$ cat src/rtl/ice_gpio_pkg.sv
// Shared register map and address width for the ice_gpio_bank GPIO block.
package ice_gpio_pkg;

  localparam int GPIO_AW = 3;

  localparam logic [GPIO_AW-1:0] GPIO_OUT       = 3'd0;
  localparam logic [GPIO_AW-1:0] GPIO_OE        = 3'd1;
  localparam logic [GPIO_AW-1:0] GPIO_IN        = 3'd2;
  localparam logic [GPIO_AW-1:0] GPIO_RISE_PEND = 3'd3;
  localparam logic [GPIO_AW-1:0] GPIO_FALL_PEND = 3'd4;
  localparam logic [GPIO_AW-1:0] GPIO_IRQ_EN    = 3'd5;

endpackage

$ cat src/rtl/ice_gpio_debounce.sv
// One GPIO input channel: 2-FF synchroniser followed by an optional debouncer.
// The debouncer is built only when ICE_GPIO_DEBOUNCE_EN is defined.
module ice_gpio_debounce #(
  parameter int DEBOUNCE_CYCLES = 1200,
  parameter int CNT_W           = $clog2(DEBOUNCE_CYCLES + 1)
) (
  input  logic clk,
  input  logic rst,
  input  logic pin_i,
  output logic db
);

  if (DEBOUNCE_CYCLES < 1 || CNT_W < $clog2(DEBOUNCE_CYCLES + 1)) begin : g_bad_cfg
    $error("ice_gpio_debounce: DEBOUNCE_CYCLES must be >= 1 and CNT_W wide enough");
  end

  logic [1:0] sync_q, sync_d;

  always_comb sync_d = {sync_q[0], pin_i};

  always_ff @(posedge clk or posedge rst) begin
    if (rst) sync_q <= '0;
    else     sync_q <= sync_d;
  end

`ifdef ICE_GPIO_DEBOUNCE_EN
  logic             db_q, db_d;
  logic [CNT_W-1:0] cnt_q, cnt_d;

  // Accept on the DEBOUNCE_CYCLES-th consecutive mismatching cycle.
  always_comb begin
    db_d  = db_q;
    cnt_d = '0;
    if (sync_q[1] != db_q) begin
      if (cnt_q == CNT_W'(DEBOUNCE_CYCLES - 1)) db_d = sync_q[1];
      else                                      cnt_d = cnt_q + CNT_W'(1);
    end
  end

  always_ff @(posedge clk or posedge rst) begin
    if (rst) begin
      db_q  <= 1'b0;
      cnt_q <= '0;
    end else begin
      db_q  <= db_d;
      cnt_q <= cnt_d;
    end
  end

  assign db = db_q;
`else
  assign db = sync_q[1];
`endif

endmodule

$ cat src/rtl/ice_gpio_bank.sv
// N-channel GPIO bank: OUT/OE registers, synchronised inputs, sticky edge pending bits and irq.
// Define ICE_GPIO_DEBOUNCE_EN to insert the per-channel debounce filter.
module ice_gpio_bank
  import ice_gpio_pkg::*;
#(
  parameter int N_PINS          = 24,
  parameter int DEBOUNCE_CYCLES = 1200,
  parameter int CNT_W           = $clog2(DEBOUNCE_CYCLES + 1)
) (
  input  logic               clk,
  input  logic               rst,
  input  logic [N_PINS-1:0]  pin_i,
  output logic [N_PINS-1:0]  pin_o,
  output logic [N_PINS-1:0]  pin_oe,
  input  logic               wr_en,
  input  logic [GPIO_AW-1:0] wr_addr,
  input  logic [N_PINS-1:0]  wr_data,
  input  logic               rd_en,
  input  logic [GPIO_AW-1:0] rd_addr,
  output logic [N_PINS-1:0]  rd_data,
  output logic               rd_valid,
  output logic               irq
);

  logic [N_PINS-1:0] db;

  for (genvar i = 0; i < N_PINS; i++) begin : g_ch
    ice_gpio_debounce #(
      .DEBOUNCE_CYCLES(DEBOUNCE_CYCLES),
      .CNT_W          (CNT_W)
    ) u_debounce (
      .clk  (clk),
      .rst  (rst),
      .pin_i(pin_i[i]),
      .db   (db[i])
    );
  end

  logic [N_PINS-1:0] out_q, out_d, oe_q, oe_d, irq_en_q, irq_en_d;
  logic [N_PINS-1:0] rise_q, rise_d, fall_q, fall_d, db_prev_q, db_prev_d;
  logic [N_PINS-1:0] rise_clr, fall_clr, rd_data_q, rd_data_d;
  logic              rd_valid_q, rd_valid_d, irq_q, irq_d;

  always_comb begin
    out_d    = out_q;
    oe_d     = oe_q;
    irq_en_d = irq_en_q;
    rise_clr = '0;
    fall_clr = '0;
    if (wr_en) begin
      case (wr_addr)
        GPIO_OUT:       out_d    = wr_data;
        GPIO_OE:        oe_d     = wr_data;
        GPIO_RISE_PEND: rise_clr = wr_data;
        GPIO_FALL_PEND: fall_clr = wr_data;
        GPIO_IRQ_EN:    irq_en_d = wr_data;
        default: ;
      endcase
    end
    // New edge events are OR-ed in after the clear so a same-cycle event wins.
    db_prev_d = db;
    rise_d    = (rise_q & ~rise_clr) | (db & ~db_prev_q);
    fall_d    = (fall_q & ~fall_clr) | (~db & db_prev_q);
    irq_d     = |((rise_q | fall_q) & irq_en_q);
  end

  always_comb begin
    rd_valid_d = rd_en;
    rd_data_d  = '0;
    if (rd_en) begin
      case (rd_addr)
        GPIO_OUT:       rd_data_d = out_q;
        GPIO_OE:        rd_data_d = oe_q;
        GPIO_IN:        rd_data_d = db;
        GPIO_RISE_PEND: rd_data_d = rise_q;
        GPIO_FALL_PEND: rd_data_d = fall_q;
        GPIO_IRQ_EN:    rd_data_d = irq_en_q;
        default:        rd_data_d = '0;
      endcase
    end
  end

  always_ff @(posedge clk or posedge rst) begin
    if (rst) begin
      out_q      <= '0;
      oe_q       <= '0;
      irq_en_q   <= '0;
      rise_q     <= '0;
      fall_q     <= '0;
      db_prev_q  <= '0;
      rd_data_q  <= '0;
      rd_valid_q <= 1'b0;
      irq_q      <= 1'b0;
    end else begin
      out_q      <= out_d;
      oe_q       <= oe_d;
      irq_en_q   <= irq_en_d;
      rise_q     <= rise_d;
      fall_q     <= fall_d;
      db_prev_q  <= db_prev_d;
      rd_data_q  <= rd_data_d;
      rd_valid_q <= rd_valid_d;
      irq_q      <= irq_d;
    end
  end

  assign pin_o    = out_q;
  assign pin_oe   = oe_q;
  assign rd_data  = rd_data_q;
  assign rd_valid = rd_valid_q;
  assign irq      = irq_q;

endmodule
$ cat config.mk
export PLATFORM = sky130hd
export DESIGN_NAME = ice_gpio_bank
export DESIGN_NICKNAME = d
export VERILOG_FILES = /design/src/rtl/ice_gpio_pkg.sv /design/src/rtl/ice_gpio_debounce.sv /design/src/rtl/ice_gpio_bank.sv
export SDC_FILE = /design/constraint.sdc
export NUM_CORES = 1
export LEC_CHECK = 0
export CORE_AREA = 2 2 129 162
export CTS_BUF_LIST = sky130_fd_sc_hd__clkbuf_8
export DETAILED_ROUTE_END_ITERATION = 12
export DIE_AREA = 0 0 131 164
export PLACE_DENSITY_LB_ADDON = 0.15
export SLEW_MARGIN = 20
export SYNTH_ARGS = -nofsm -noshare
export SYNTH_HDL_FRONTEND = slang
export SYNTH_SLANG_ARGS = --single-unit
$ cat constraint.sdc
create_clock -name clk -period 7.3 [get_ports clk]
set_input_delay 1.46 -clock clk [delete_from_list [all_inputs] [get_ports clk]]
set_output_delay 1.46 -clock clk [all_outputs]
set_load 0.05 [all_outputs]
Word level (Yosys, flattened, before mapping) --
Index checks and enable logic that the tools add are counted.
Cells by class: reduce and logical (&&, ||, !) cells 6, equal/unequal tests 9, bitwise gates (word level) 12, multiplexer cells 6
Operators by type and width (count):
- $pmux W24 S6 | 1
- $and A24 B24 Y24 | 5
- $mux W24 | 5
- $not A24 Y24 | 4
- $or A24 B24 Y24 | 3
- $reduce_or A24 Y1 | 1
- $eq A3 B3 Y1 const B | 4
- $eq A3 B2 Y1 const B | 3
- $eq A3 B1 Y1 const B | 2
- $logic_not A3 Y1 | 2
- $reduce_and A2 Y1 | 3
Word-level totals: output and inout bits 74, register bits 218

Logic depth before layout (Yosys ltp) --
Gate-level depths: netlist (run 1).
depth in word-level cells 6, mapped depth 7, mapped depth without buffers 4

Cells and area by module --
From an unflattened synthesis (run 1), not the netlist that was laid out.
Second synthesis, totals: cell total of the unflattened synthesis 670, area, all modules 8748.4 µm²
By module, submodules not included:
- ice_gpio_bank | area an instance 7457.2 µm², seq. area each 4254.1 µm², cells each 598, times used 1
- ice_gpio_debounce | area an instance 53.8 µm², seq. area each 50.0 µm², cells each 3, times used 24

Worst setup path before layout (run 1) --
Ideal clock, no wire load.
path type in2reg, start point input port rd_addr[0], end point register rd_data_q[18], in the netlist rd_data[18], stages 6, library setup time 119 ps, buffers on the path 2, data arrival time 2493 ps, data required time 7181 ps, path slack 4688 ps, cell sequence buf_4 buf_6 mux4_2 inv_1 o22ai_1 and2_1
Between the ends: cells in the longest elaborated chain, start to end 3, elaborated cells between the ends (all ways) 8
Ends and longest elaborated chain:
- start, declared | RTL line ice_gpio_bank.sv:19 | input logic [GPIO_AW-1:0] rd_addr,
- $eq A3 B3 Y1, or another cell as far along | RTL line ice_gpio_bank.sv:71 | case (rd_addr)
- $pmux W24 S6 * | RTL line ice_gpio_bank.sv:71
- $mux W24 * | RTL line ice_gpio_bank.sv:70 | if (rd_en) begin
- via rd_data_d[18] | RTL line ice_gpio_bank.sv:41 | logic [N_PINS-1:0] rise_clr, fall_clr, rd_data_q, rd_data_d;
- end signal, assigned | RTL line ice_gpio_bank.sv:101 | rd_data_q <= rd_data_d;
- end, declared | RTL line ice_gpio_bank.sv:41
Mark *: on every way through the listed nets, which the timed path passes. The rest lies on a longest branch. A chain may end at the register's enable or synchronous reset.

Worst setup path in the final report (run 1) --
start point input port rd_addr[1], end point register rd_data_q[10], in the netlist rd_data[10]
Same word-level chain as after synthesis.

==> metrics.md, run 1 <==
| Metric | Value |
|---|---|
| Status | `finished, final reports clean` |
| Yosys warnings | `0` |
| Most used DFF post-synth | `dfrtp_1` |
| Rel. slew slack | `28.1%` |
| Pwr dens | `298 mW/mm²` |
| Syn avg cell area | `13.3 µm²` |
| Drt first pass iters | `6` |
| Clock share of power | `32.7%` |
| # IOs | `~130` |
| Fin Setup TNS | `0 ns` |
| Post-synth EDFFs | `0` |
| Final wirelength | `21300 µm` |
| Die Wd | `roughly 130 µm` |
| Sequential share of power | `roughly 45%` |
| Fin area | `0.0109 mm²` |
| CP Capture Point | `rd_data[10]$_DFF_PP0_` |
| Critical path's top delay family | `buffers and inverters` |
| Most common cell after layout, fill and taps aside | `dfrtp_1` |
| Die ar. | `around 0.021 mm²` |
| Max Clk Rate | `between 300 and 400 MHz` |
| Sw Pwr | `between 1 and 1.5 mW` |
| Post-route ant nets | `0` |
| Cell internal pwr | `roughly 2.2 mW` |
| Cell Rows | `slightly below 60` |
| Buf+Inv Stages, Crit Path | `4` |
| Reg2reg setup slack | `about 5.7 ns` |
| Via-to-Cell Ratio | `about 5.3` |
| Max incr delay on CP | `0.46 ns` |
| I/O Buffers | `between 100 and 150` |
| Post-synth cell types | `35` |
| Syn-to-layout area delta | `26.4%` |
| Post-place instance area | `between 0.01 and 0.015 mm²` |
| Worst R2R Start | `rise_q[9]$_DFF_PP0_` |
| Drt first-iter violations | `~330` |
| Initial antenna violation count | `0` |
| Largest net degree at the start of global routing | `approximately 120` |
| Setup ws final | `between 3 and 4 ns` |
| Synth Instances | `around 650` |
| Hold_ws | `0.336 ns` |
| Tot GR Track Use | `about a fifth` |
| CTS buffer count | `36` |
| Arrival @ worst endpoint | `between 3 and 4 ns` |
| # fillers | `between 1500 and 2000` |
| Cell Area, Synth | `between 0.008 and 0.009 mm²` |
| Sw frac | `between 30% and 40%` |
| Post-CTS Setup Repair Bufs | `0` |
| Crit Path Class | `in -> reg` |
| Async set-reset flop share out of synthesis | `100%` |
| Detailed placer's ending HPWL | `13600 µm` |
| Placed insts | `around 1000` |
| Final net count | `approximately 860` |
| Fin util | `54.5%` |
| Worst IR drop on VDD | `0.165 mV` |
| Worst path required time | `7.68 ns` |
| Grt total ovfl | `0` |
| Hold crit path type | `reg -> reg` |
| CTS max path bufs | `3` |
| Footprint of the multi-input gates | `0.00286 mm²` |
| Crit. Startpoint | `rd_addr[1]` |
| Core box area | `0.0200 mm²` |
| Gpl congestion | `approximately 0.8` |
| Tmin final | `3.33 ns` |
| Number of global-route vias before repair | `between 6000 and 7000` |
| Combinational Power Share | `22.6%` |
| Cell mode on critical path | `buf_4` |
| Slew Limit Fails | `0` |
| Worst reg2reg path depth | `4` |
| Reg-to-reg endpoint | `irq$_DFF_PP0_` |
| Routed wire per std cell | `roughly 20 µm` |
| Post-synthesis sequential area ratio | `63.3%` |
| Hold buffer count at CTS | `0` |
| Syn Nets | `704` |
| # Max-Cap Violations | `0` |
| Layout cells sized above 1 | `about a fifth` |
| CP startpoint kind | `input port` |
| First-pass GRT wire length | `33500 µm` |
| Final setup vio count | `0` |
| Register area | `roughly 0.0055 mm²` |
| Clk root buf | `clkbuf_8` |
| CTS tree | `built` |
| CTS resizes | `0` |
| CTS H-tree lvls | `2` |
| Cell Count, Final, Fillers Out | `approximately 1100` |
| DRC | `0` |
| DR vias | `between 5000 and 6000` |
| Fin Clk Skew | `approximately 0.020 ns` |
| Leak | `4.76 nW` |
| CP Depth | `7` |
| Final Hold Viols | `0` |
| Initial core utilization | `a little over two fifths` |
| Post-Place Setup Slack | `3.45 ns` |
| CP max FO | `27` |
| Clk sink count | `between 200 and 250` |
| Crit path cell chain | `clkdlybuf4s50_1 -> buf_4 -> inv_1 -> buf_4 -> nor2_1 -> a221oi_1 -> a211oi_1` |
| Antenna cells | `0` |
| Setup crit end kind | `flip-flop` |
| Clk Latency, worst-skew pair | `approximately 0.5 ns` |
| Final period util | `a little under half` |
| Die height | `roughly 160 µm` |
| Unrepaired setup endpoints after global routing | `false` |
| CTS clk-pin slew, worst paths | `0.06 ns` |
| Crit path max-delay cell type | `clkdlybuf4s50_1` |
| Tot Pwr | `3.24 mW` |
| Slew @ Worst Pin | `roughly 1.1 ns` |
| Synth Register Bits | `between 200 and 250` |
| Most frequent cells in the layout | `dfrtp_1, clkdlybuf4s50_1, mux2_2, nand2_1, clkbuf_8` |
[cells in the mapped netlist (all sizes together), types with 2 or more instances]
library cell	number	area, µm²
nand4	6	37.5
a21oi	7	35.0
inv	32	120
nor2b	2	12.5
and2	10	62.6
nand2	80	300
mux2	94	1060
a221oi	3	26.3
clkbuf	7	27.5
o22ai	5	31.3
mux2i	17	170
a22oi	19	143
o22a	7	61.3
mux4	9	203
a22o	24	210
buf	21	168
o21ai	48	240
nor2	21	78.8
dfrtp	218	5460
a211oi	3	22.5
o221ai	5	43.8
[registers in the layout, summed over array words and instances (netlist names)]
name,cells
g_ch.u_debounce.sync_q,48
db_prev_q,24
fall_q,24
irq_en_q,24
pin_o,24
pin_oe,24
rd_data,24
rise_q,24
irq,1
rd_valid,1
[kinds of logic after synthesis]
group	Yosys count	synth area share (%)
AOI/OAI and AO/OA	121	9.44
muxes	120	16.6
DFF	218	63.3
buffers and inverters	60	3.66
and+or+nand+nor	127	6.93
[per-layer routing]
layer / global-route usage (%) / vias to the layer above / part of all wire, %
met4: 8.51 / 0 / 3.4
li1: - / 2576 / -
met2: 34.1 / 222 / 49
met5: 0 / - / 0
met1: 26.7 / 2908 / 42
met3: 3.91 / 51 / 5.5
[power groups by stage]
| stage | logic [mW] | registers, mW | clock network (mW) |
|---|---|---|---|
| floorplan | 0.234 | 1.69 | 0 |
| global placement | 0.725 | 1.46 | 0 |
| global route | 0.775 | 1.47 | 1.15 |
| detailed placement | 0.735 | 1.47 | 0 |
| CTS | 0.737 | 1.45 | 1.09 |
| finish | 0.732 | 1.45 | 1.06 |
[final cells by class]
cell class                      count  share of cell area [%]
Multi-Input combinational cell    368                    26.2
Sequential cell                   218                    50.1
Timing Repair Buffer              141                    12.8
Inverter                           32                    1.14
Clock buffer                       46                    5.82
Tap cell                          270                    3.10
Clock inverter                     15                   0.816
[how the worst min path moves through the flow]
| stage | from | to | slack [ns] | depth (start not counted) |
|---|---|---|---|---|
| 2_1_floorplan | g_ch[0].u_debounce.sync_q[0]$_DFF_PP0_ | g_ch[0].u_debounce.sync_q[1]$_DFF_PP0_ | 0.33 | 0 |
| 3_3_place_gp | g_ch[1].u_debounce.sync_q[0]$_DFF_PP0_ | g_ch[1].u_debounce.sync_q[1]$_DFF_PP0_ | 0.33 | 0 |
| 3_5_place_dp | g_ch[12].u_debounce.sync_q[0]$_DFF_PP0_ | g_ch[12].u_debounce.sync_q[1]$_DFF_PP0_ | 0.33 | 0 |
| 4_1_cts | g_ch[17].u_debounce.sync_q[0]$_DFF_PP0_ | g_ch[17].u_debounce.sync_q[1]$_DFF_PP0_ | 0.34 | 0 |
| 5_1_grt | g_ch[17].u_debounce.sync_q[0]$_DFF_PP0_ | g_ch[17].u_debounce.sync_q[1]$_DFF_PP0_ | 0.34 | 0 |
| 6_report | g_ch[17].u_debounce.sync_q[0]$_DFF_PP0_ | g_ch[17].u_debounce.sync_q[1]$_DFF_PP0_ | 0.34 | 0 |
(Power assumes the default switching activity.)
==> run 2, diff against run 1 <==
Clock period 7.3 ns to 3.2 ns, I/O delays scaled along.
==> run 2 against run 1 <==
  * Hold slack better by 0.0092 ns
  * Sequential power is 130% higher
  * Setup slack worse by 3.2 ns
  * Count of clock-buffer cells in the layout is 3 higher
  * Utilization is 0.60 points higher
  * Global-route usage is 0.49 points higher
  * Critical path type is now reg -> out
  * Largest power group unchanged
==> metrics.md, run 2 (synthesis gave the netlist of run 1 again) <==
| Metric | Value |
|---|---|
| Status | `finished, final reports clean` |
| Number of global-route vias before repair | `roughly 6100` |
| Max Clk Rate | `roughly 420 MHz` |
| Hold buffer count at CTS | `0` |
| Final wirelength | `around 22000 µm` |
| Tot GR Track Use | `roughly a fifth` |
| Antenna cells | `0` |
| Largest reg by FF count | `g_ch.u_debounce.sync_q` |
| Worst reg2reg path depth | `4` |
| Worst R2R Start | `rise_q[23]$_DFF_PP0_` |
| Syn-to-layout area delta | `27.8%` |
| Max incr delay on CP | `roughly 0.84 ns` |
| Layout cells sized above 1 | `a little over a fifth` |
| Max reg flops | `48` |
| Initial antenna violation count | `0` |
| CTS resizes | `0` |
| Cell Count, Final, Fillers Out | `roughly 1100` |
| Grt total ovfl | `0` |
| Slew Limit Fails | `0` |
| DR vias | `5764` |
| Drt first pass iters | `5` |
| Most common cell after layout, fill and taps aside | `dfrtp_1` |
| Worst path required time | `2.56 ns` |
| Reg-to-reg endpoint | `irq$_DFF_PP0_` |
| Routed wire per std cell | `a little under 20 µm` |
| Hold Crit Start | `g_ch[15].u_debounce.sync_q[0]$_DFF_PP0_` |
| Fin util | `55.1%` |
| CTS buffer count | `36` |
| # IOs | `approximately 130` |
| Final period util | `approximately three quarters` |
| Reg2reg setup slack | `1.72 ns` |
| Clk Latency, worst-skew pair | `approximately 0.5 ns` |
| # Max-Cap Violations | `0` |
| I/O Buffers | `between 100 and 150` |
| Tmin final | `between 2 and 2.5 ns` |
| Largest net degree at the start of global routing | `a little under 60` |
| Cell Rows | `between 50 and 60` |
| Buf+Inv Stages, Crit Path | `1` |
| First-pass GRT wire length | `about 34000 µm` |
| Worst IR drop on VDD | `~0.34 mV` |
| Hold Path Stages | `0` |
| Arrival @ worst endpoint | `1.76 ns` |
| Pwr dens | `roughly 670 mW/mm²` |
| Hold_ws | `between 0.3 and 0.4 ns` |
| Rel. slew slack | `between 50% and 60%` |
| Final Hold Viols | `0` |
| CTS clk-pin slew, worst paths | `~0.070 ns` |
| Crit path cell chain | `clkdlybuf4s50_1` |
| Drt first-iter violations | `378` |
| Placed insts | `between 1000 and 1500` |
| Post-route ant nets | `0` |
| Detailed placer's ending HPWL | `around 14000 µm` |
| Crit Path Class | `reg -> out` |
| Clk sink count | `218` |
| Initial core utilization | `a little over two fifths` |
| Crit path max-delay cell type | `clkdlybuf4s50_1` |
| Core box area | `roughly 0.02 mm²` |
| Leak | `roughly 4.8 nW` |
| Gpl congestion | `~0.86` |
| Setup ws final | `roughly 0.8 ns` |
| Most frequent cells in the layout | `dfrtp_1, clkdlybuf4s50_1, mux2_2, nand2_1, clkbuf_8` |
| Slew @ Worst Pin | `roughly 0.7 ns` |
| Hold crit path type | `reg -> reg` |
| Post-CTS Setup Repair Bufs | `0` |
| # fillers | `1678` |
| Critical path's top delay family | `buffers and inverters` |
| Clk root buf | `clkbuf_8` |
| Final net count | `approximately 860` |
| CP max FO | `3` |
| Die Wd | `about 130 µm` |
| CTS H-tree lvls | `2` |
| DRC | `0` |
| Hold Path Sink | `g_ch[15].u_debounce.sync_q[1]$_DFF_PP0_` |
| Post-Place Setup Slack | `0.488 ns` |
| CTS tree | `built` |
| Fin Clk Skew | `between 0.01 and 0.015 ns` |
| CTS max path bufs | `3` |
| Setup crit end kind | `output port` |
| Final setup vio count | `0` |
| Die height | `~160 µm` |
| Via-to-Cell Ratio | `5.24` |
| Die ar. | `0.0215 mm²` |
| CP startpoint kind | `flip-flop` |
| Unrepaired setup endpoints after global routing | `false` |
==> run 2: cell types whose count changed in the layout (fill, tap and decap cells not counted) <==
| cell | previous run | this run |
|---|---|---|
| buf_12 | 1 | 6 |
| clkinv_2 | 5 | 0 |
| inv_1 | 40 | 45 |
| clkbuf_8 | 46 | 49 |
| buf_4 | 9 | 11 |
| bufinv_16 | 1 | 0 |
==> run 2: worst max path at each step <==
stage / from / end / cells past startpoint / slack [ns]
finish: pin_o[19]$_DFFE_PP0P_ / pin_o[19] / 1 / 0.80
global route: pin_oe[0]$_DFFE_PP0P_ / pin_oe[0] / 1 / 0.75
CTS: pin_o[2]$_DFFE_PP0P_ / pin_o[2] / 1 / 0.76
detailed placement: wr_addr[1] / irq_en_q[11]$_DFFE_PP0P_ / 4 / 0.49
global placement: wr_addr[1] / irq_en_q[13]$_DFFE_PP0P_ / 4 / 0.51
floorplan: rst / db_prev_q[0]$_DFF_PP0_ / 1 / -0.28
==> run 2: layout make-up <==
| cell class | instances | area [µm²] | area share (%) |
|---|---|---|---|
| clock inverters | 14 | 52.6 | 0.478 |
| inverters | 32 | 124 | 1.13 |
| flip-flops and latches | 218 | 5460 | 49.6 |
| well taps | 270 | 338 | 3.07 |
| multi-input cells | 368 | 2860 | 26.0 |
| repair buffers | 148 | 1500 | 13.7 |
| clock buffers | 49 | 674 | 6.13 |
==> run 2: power by group <==
part           internal (mW)  total [mW]  switching, mW
Sequential              3.07        3.30          0.233
Combinational          0.679        1.68           1.00
Clock                   1.35        2.41           1.05
Total                   5.10        7.39           2.29
==> run 2: per-layer routing <==
| layer | GRT usage (%) | up-vias | routed length [µm] | part of all wire [%] |
|---|---|---|---|---|
| met5 | 0 | - | 0 | 0 |
| met4 | 6.96 | 0 | 456 | 2.1 |
| met3 | 4.20 | 41 | 1140 | 5.2 |
| met2 | 35.6 | 170 | 11200 | 52 |
| met1 | 27.3 | 2951 | 8900 | 41 |
| li1 | - | 2602 | - | - |
==> run 2: per-stage QoR <==
step | TNS (ns) | cell area, µm² | total power [mW]
2_1_floorplan | -61.06 | 8620 | 4.39
3_3_place_gp | 0 | 10300 | 5.01
3_5_place_dp | 0 | 10300 | 5.05
4_1_cts | 0 | 11000 | 7.49
5_1_grt | 0 | 11000 | 7.76
6_report | 0 | 11000 | 7.39
